$ cat src/rtl/mux4_rr_arbiter_pkg.sv
// Shared definitions for the 4-way round-robin arbiter: FSM states,
// requester indices, default data width and the rotating-priority pick.
package mux4_rr_arbiter_pkg;

   typedef enum logic {
      ST_IDLE  = 1'b0,
      ST_GRANT = 1'b1
   } state_t;

   localparam logic [1:0] REQ_0 = 2'd0;
   localparam logic [1:0] REQ_1 = 2'd1;
   localparam logic [1:0] REQ_2 = 2'd2;
   localparam logic [1:0] REQ_3 = 2'd3;

   localparam int N_DEFAULT = 16;

   // First set bit of req searching ptr, ptr+1, ptr+2, ptr+3 (mod 4).
   // Scanning from the far end lets the nearest hit overwrite the result.
   function automatic logic [1:0] rr_pick(input logic [3:0] req, input logic [1:0] ptr);
      logic [1:0] idx;
      rr_pick = ptr;
      for (int k = 3; k >= 0; k--) begin
         idx = ptr + 2'(k);
         if (req[idx]) rr_pick = idx;
      end
   endfunction

endpackage

$ cat src/rtl/mux4_rr_arbiter_mux4to1.sv
// Plain 4:1 data multiplexer used for the arbiter's shared output port.
module Mux4to1
   import mux4_rr_arbiter_pkg::*;
#(
   parameter int N = N_DEFAULT
) (
   input  logic [N-1:0] in_a,
   input  logic [N-1:0] in_b,
   input  logic [N-1:0] in_c,
   input  logic [N-1:0] in_d,
   input  logic [1:0]   sel,
   output logic [N-1:0] out
);

   always_comb begin
      out = in_a;
      case (sel)
         REQ_0: out = in_a;
         REQ_1: out = in_b;
         REQ_2: out = in_c;
         REQ_3: out = in_d;
      endcase
   end

endmodule

$ cat src/rtl/mux4_rr_arbiter.sv
// Round-robin arbiter sharing one valid/ready port among four requesters,
// holding each grant until the owner's last beat or abandon. Optional stall
// timeout with forced release is enabled by defining ARB_TIMEOUT_EN.
module mux4_rr_arbiter
   import mux4_rr_arbiter_pkg::*;
#(
   parameter int N = N_DEFAULT
`ifdef ARB_TIMEOUT_EN
   , parameter int TIMEOUT = 15
`endif
) (
   input  logic         clk,
   input  logic         rst,
   input  logic [3:0]   req,
   input  logic [3:0]   last,
   input  logic [N-1:0] in_a,
   input  logic [N-1:0] in_b,
   input  logic [N-1:0] in_c,
   input  logic [N-1:0] in_d,
   output logic         out_valid,
   input  logic         out_ready,
   output logic [N-1:0] out_data,
   output logic [3:0]   grant,
   output logic [1:0]   slc,
   output logic         busy,
   output logic         timeout_err
);

   state_t     r_state;
   logic [3:0] r_grant;
   logic [1:0] r_slc;
   logic [1:0] r_ptr;
   logic       r_busy;

   logic [1:0] w_pick;
   logic       w_xfer;
   logic       w_release;

   assign w_pick    = rr_pick(req, r_ptr);
   assign out_valid = r_busy & req[r_slc];
   assign w_xfer    = out_valid & out_ready;
   // Normal release: final beat accepted, or the owner withdrew its request.
   assign w_release = (w_xfer & last[r_slc]) | ~req[r_slc];

   assign grant = r_grant;
   assign slc   = r_slc;
   assign busy  = r_busy;

   Mux4to1 #(.N(N)) u_mux (
      .in_a (in_a),
      .in_b (in_b),
      .in_c (in_c),
      .in_d (in_d),
      .sel  (r_slc),
      .out  (out_data)
   );

`ifdef ARB_TIMEOUT_EN
   localparam int             CW   = $clog2(TIMEOUT + 1);
   localparam logic [CW-1:0]  TMAX = CW'(TIMEOUT);
   localparam logic [CW-1:0]  ONE  = CW'(1);

   logic [CW-1:0] r_cnt;
   logic          r_terr;
   logic          w_timeout;

   assign w_timeout   = (r_cnt == TMAX);
   assign timeout_err = r_terr;
`else
   assign timeout_err = 1'b0;
`endif

   always_ff @(posedge clk or posedge rst) begin
      if (rst) begin
         r_state <= ST_IDLE;
         r_grant <= 4'b0000;
         r_slc   <= 2'd0;
         r_ptr   <= 2'd0;
         r_busy  <= 1'b0;
`ifdef ARB_TIMEOUT_EN
         r_cnt   <= '0;
         r_terr  <= 1'b0;
`endif
      end else begin
`ifdef ARB_TIMEOUT_EN
         r_terr <= 1'b0;
`endif
         case (r_state)
            ST_IDLE: begin
               if (|req) begin
                  r_state <= ST_GRANT;
                  r_slc   <= w_pick;
                  r_grant <= 4'b0001 << w_pick;
                  r_busy  <= 1'b1;
`ifdef ARB_TIMEOUT_EN
                  r_cnt   <= '0;
`endif
               end
            end
            ST_GRANT: begin
               if (w_release) begin
                  r_state <= ST_IDLE;
                  r_grant <= 4'b0000;
                  r_busy  <= 1'b0;
                  r_ptr   <= r_slc + 2'd1;
               end
`ifdef ARB_TIMEOUT_EN
               // A last-beat release in the expiry cycle wins; no error then.
               else if (w_timeout) begin
                  r_state <= ST_IDLE;
                  r_grant <= 4'b0000;
                  r_busy  <= 1'b0;
                  r_ptr   <= r_slc + 2'd1;
                  r_terr  <= 1'b1;
               end else if (w_xfer) begin
                  r_cnt <= '0;
               end else begin
                  r_cnt <= r_cnt + ONE;
               end
`endif
            end
         endcase
      end
   end

endmodule

$ cat config.mk
export PLATFORM = sky130hd
export DESIGN_NAME = mux4_rr_arbiter
export DESIGN_NICKNAME = d
export VERILOG_FILES = /design/src/rtl/mux4_rr_arbiter_pkg.sv /design/src/rtl/mux4_rr_arbiter_mux4to1.sv /design/src/rtl/mux4_rr_arbiter.sv
export SDC_FILE = /design/constraint.sdc
export NUM_CORES = 1
export LEC_CHECK = 0
export CAP_MARGIN = 15
export CELL_PAD_IN_SITES_DETAIL_PLACEMENT = 1
export CELL_PAD_IN_SITES_GLOBAL_PLACEMENT = 2
export CORE_ASPECT_RATIO = 0.9
export CORE_MARGIN = 8
export CORE_UTILIZATION = 30
export CTS_BUF_LIST = sky130_fd_sc_hd__clkbuf_16
export DETAILED_ROUTE_END_ITERATION = 6
export DONT_BUFFER_PORTS = 1
export GPL_TIMING_DRIVEN = 0
export MAX_ROUTING_LAYER = met4
export PLACE_DENSITY_LB_ADDON = 0.1
export SLEW_MARGIN = 20
export SYNTH_ARGS = -nofsm -noshare
export SYNTH_HDL_FRONTEND = slang
export SYNTH_SLANG_ARGS = --single-unit
$ cat constraint.sdc
create_clock -name clk -period 2.65 [get_ports clk]
set_input_delay 0.53 -clock clk [delete_from_list [all_inputs] [get_ports clk]]
set_output_delay 0.53 -clock clk [all_outputs]
set_load 0.05 [all_outputs]
# Word level (Yosys, flattened, before mapping)
# Cells that the tools add are included.
dict set report classes {
  muxes 26
  n_addsub 4
  n_reduce_logical 5
  bitwise_logic 6
  order_cmp 5
  shifts 1
  eq_ne 5
}
# operator count
set op_table {}
lappend op_table {{$pmux 16 s4} 1}
lappend op_table {{$lt 2x3->1 const B} 5}
lappend op_table {{$bmux 1 s2} 6}
lappend op_table {{$mux 1} 10}
lappend op_table {{$mux 2} 4}
lappend op_table {{$mux 4} 2}
lappend op_table {{$pmux 4 s2} 1}
lappend op_table {{$reduce_and 2->1} 3}
lappend op_table {{$add 2x1->2 const B} 2}
lappend op_table {{$add 2x2->2 const B} 2}
lappend op_table {{$eq 2x2->1 const B} 2}
lappend op_table {{$pmux 1 s2} 2}
lappend op_table {{$reduce_or 4->1} 1}
lappend op_table {{$shl 1x2->4 const A} 1}
lappend op_table {{$and 1x1->1} 3}
lappend op_table {{$eq 2x1->1 const B} 1}
lappend op_table {{$logic_not 2->1} 1}
lappend op_table {{$ne 2x1->1 const B} 1}
lappend op_table {{$ne 2x2->1 const B} 1}
lappend op_table {{$not 1->1} 2}
lappend op_table {{$or 1x1->1} 1}
dict set report word_totals {
  ff_bits 10
  inputBits 75
  output_inout_bits 25
  wordCells 57
}

# Depth between registers and ports, before layout
dict set report logic_depth {
  depth_word 10
  ltp_mapped 6
  mapped_depth_nobuf 4
}

# Cells and area by module
# From an unflattened synthesis, not the netlist that was laid out.
dict set report hier_totals {
  cells_unflattened 85
  area_unflattened_um2 1043.5
}
# module cells_per_inst area_each_um2 instances seq_area_each_um2
set modules_own_cells {}
lappend modules_own_cells {mux4_rr_arbiter 65 619.3 1 250.2}
lappend modules_own_cells {Mux4to1 20 424.2 1 0.0}

# Worst setup path before layout
# No wires, ideal clock.
dict set report synth_timing {
  kind {reg-to-output}
  from {register r_slc[0] (netlist: slc[0])}
  to {output out_data[11]}
  path_slack_ns -0.367
  path_stages_with_launch 6
  t_arrival_ns 2.487
  path_cell_list {dfrtp_1 > inv_1 > ha_1 > clkbuf_1 > buf_2 > mux2i_1}
}
dict set report synth_via {
  elab_chain_len 2
  elab_cells_between_ends 5
  classes_between {eq/ne: 3; mux: 1; reduce/logical: 1}
}
# item line_no
set synth_lines {}
lappend synth_lines {{from (decl)} mux4_rr_arbiter.sv:31} ;# logic [1:0] r_slc;
lappend synth_lines {{from (signal assigned)} mux4_rr_arbiter.sv:92} ;# r_slc <= w_pick;
lappend synth_lines {{$eq 2x2->1, or another cell as far along} mux4_rr_arbiter_mux4to1.sv:17} ;# case (sel)
lappend synth_lines {{$pmux 16 s4 (*)} mux4_rr_arbiter_mux4to1.sv:17}
lappend synth_lines {{to (decl)} mux4_rr_arbiter.sv:22} ;# output logic [N-1:0] out_data,
# Mark *: on every way between the ends. The rest lies on a longest branch, timed or not.

# Worst setup path in the final report
dict set report layout_timing {
  from {register r_slc[0] (netlist: slc[0])}
  to {output out_data[13]}
}
# Same word-level chain as after synthesis.

==> flow_metrics.env <==
export IMPL_fp_dieH_um=72.4
export IMPL_clock_path_buffers=2
export IMPL_hpwl_um=3310
export IMPL_r2r_slack_ns=0.93
export IMPL_grt_remaining_overflow=0
export IMPL_reg2regPathDepth=4
export IMPL_grt_usage_pct=14.1
export IMPL_n_antenna_cell=0
export IMPL_period_minus_slack_ns=2.56
export IMPL_cpPeakStageDelay_ns=0.61
export IMPL_worstSetupPathType="reg -> out"
export IMPL_drtPass1Iterations=4
export IMPL_final_core_util_pct=44.9
export IMPL_cts_tree="built"
export IMPL_syn_inst=122
export IMPL_final_setup_tns_ns=0
export IMPL_ctsHtreeMaxLevel=1
export IMPL_power_leakage_nw=0.592
export IMPL_cts_root_buf="clkbuf_16"
export IMPL_critPathBufInv=2
export IMPL_hold_viol_final=0
export IMPL_worst_path_stages=5
export IMPL_synth_top_area_share_pct=23.6
export IMPL_max_clock_freq_mhz=390
export IMPL_fillers=378
export IMPL_hp_class="in -> async"
export IMPL_grt_pass1_vias=1091
export IMPL_status="finished clean"
export IMPL_die_width_um=78.7
export IMPL_core_area_um2=3380
export IMPL_holdWs_ns=0.153
export IMPL_drive_gt1_share_pct=34.1
export IMPL_mostFrequentLayoutCells="inv_1, a222oi_1, mux2i_4"
export IMPL_fin_crit_sh_pct=96.7
export IMPL_nNetsFinal=206
export IMPL_cp_required_ns=2.12
export IMPL_grt_pass1_wl_um=6090
export IMPL_worst_pin_slew_ns=0.604
export IMPL_setup_viol=0
export IMPL_wl_per_cell_um=24.2
export IMPL_num_rows=20
export IMPL_grt_max_degree=11
export IMPL_syn2layout_area_growth_pct=43.0
export IMPL_max_slew_margin_rel_pct=59.3
export IMPL_die_area_um2=5700
export IMPL_path_max_fanout=10
export IMPL_synth_area_leaders="dfrtp_1, mux2i_1, a222oi_1, inv_1, ha_1"
export IMPL_ant_nets=0
export IMPL_ys_seq_elements=10
export IMPL_top_level_ports=100
export IMPL_end_kind="primary output"
export IMPL_drtIter0Drc=59
export IMPL_skew_ns=0.000921
export IMPL_num_vias=1038
export IMPL_cellPowerDensity_nw_per_um2=1910
export IMPL_startpoint="slc[0]"
export IMPL_layout_commonest_cell="inv_1"
export IMPL_yosys_warnings=0
export IMPL_postCtsHoldBufs=0
export IMPL_reg2reg_to="grant[3]"
export IMPL_vias_per_cell=6.11
export IMPL_rsz0062_at_grt="false"
export IMPL_clkTransAtPathRegs_ns=0.04
export IMPL_worst_ep_arrival_time_ns=2.03
export IMPL_clk_latency_ns=0.24
export IMPL_start_kind="flip-flop"
export IMPL_start_util_pct=31.4
export IMPL_yosysTopAreaCell="dfrtp_1"
export IMPL_drcViolationCount=0
export IMPL_slew_violations=0
export IMPL_cts_sinks=10
export IMPL_ir_worst_vdd_v=0.000477
export IMPL_place_congestion=0.724
export IMPL_ys_seq_area_share_pct=23.6
export IMPL_syn_avg_cell_area_um2=8.70
export IMPL_synth_area_um2=1060
export IMPL_cts_made_buffers=3
export IMPL_maxCapViolations=0
export IMPL_crit_family="flip-flops"
export IMPL_crit_chain="inv_4 -> ha_4 -> clkbuf_8 -> a222oi_1 -> mux2i_4"
export IMPL_syn_num_nets=201
export IMPL_io_buffers=0
export IMPL_grt_antenna_before_repair=0
export IMPL_endpoint="out_data[13]"
export IMPL_worstReg2RegStart="slc[1]"
export IMPL_synth_cell_types=34
export IMPL_cp_slowest_cell="dfrtp_4"
export IMPL_routed_wl_um=4120
==> through the flow <==
step	setup slack, ns	power [W]	area [um2]	cells
final	0.0864	0.00290	1520	170
after global routing	0.0113	0.00304	1520	170
after CTS	0.00677	0.00285	1470	168
after detailed placement	-0.415	0.00241	1300	166
after global placement	-0.346	0.00237	1300	166
after floorplan	-0.0422	0.00218	1250	122
==> worst min path at each step <==
stage / to / cells after the start
floorplan: busy / 1
global placement: grant[2] / 1
detailed placement: grant[2] / 1
CTS: grant[3] / 1
global route: grant[3] / 1
finish: grant[3] / 1
==> per-layer routing <==
layer	share of wire [%]	global-route usage [%]	up-vias
li1	-	-	471
met1	35	14.3	510
met2	53	23.9	52
met3	11	5.68	5
met4	1.5	5.54	0
met5	0	-	-
==> cell type report <==
type / instances / area [um2] / share of cell area, %
Buffer: 7 / 85.1 / 5.61
Clock buffer: 3 / 75.1 / 4.95
Clock inverter: 1 / 3.75 / 0.247
Inverter: 22 / 85.1 / 5.61
Multi-Input combinational cell: 81 / 923 / 60.8
Sequential cell: 10 / 258 / 17.0
Tap cell: 44 / 55.1 / 3.63
Timing Repair Buffer: 2 / 32.5 / 2.14
==> power breakdown <==
part           total [W]  switching, W  internal (W)  leakage (nW)
Sequential      0.000519      0.000287      0.000232         0.122
Clock           0.000274     0.0000756      0.000198        0.0385
Combinational    0.00211       0.00131      0.000797         0.431
==> kinds of logic (layout without fill, tap and decap cells) <==
group | count (synthesis) | count (layout) | share of synthesized area [%]
compound gates | 35 | 35 | 28.5
buf+inv | 31 | 35 | 11.8
simple gates | 21 | 21 | 10.8
mux | 20 | 20 | 20.2
flops | 10 | 10 | 23.6
fa+ha+maj | 4 | 4 | 4.72
other cells | 1 | 1 | 0.353
==> Yosys cell counts (all sizes together) <==
master    n
inv      22
o32ai     2
o221ai    2
nand3     3
nand3b    1
o21ai     7
mux4      1
or3       1
clkbuf    6
a32o      2
a21o      2
conb      1
a21oi     2
mux2i    18
nor4      1
dfrtp    10
a2bb2oi   1
buf       3
nor2b     2
or2       1
nor2      3
mux2      1
ha        4
and2      4
a222oi   16
o221a     1
nand2     5
==> state kept, by name (all words and copies together), names as in the netlist <==
name	flops
r_ptr	2
busy	1
r_state	1
slc	2
grant	4
==> what timing repair did <==
action | 4_1_cts | 5_1_grt
endpoints found under the setup margin | 16 | 10
cloned | 0 | 1
buffers inserted | 0 | 1
resized for setup | 24 | 7
pin swaps | 2 | 3
==> worst register-to-register path, cell delays in order, from the launching register on <==
cell and delay, ns:
dfrtp_4 0.59, mux4_2 0.56, o221ai_2 0.12, nand2_2 0.11
a32o_1 0.23
(Power assumes the default switching activity.)
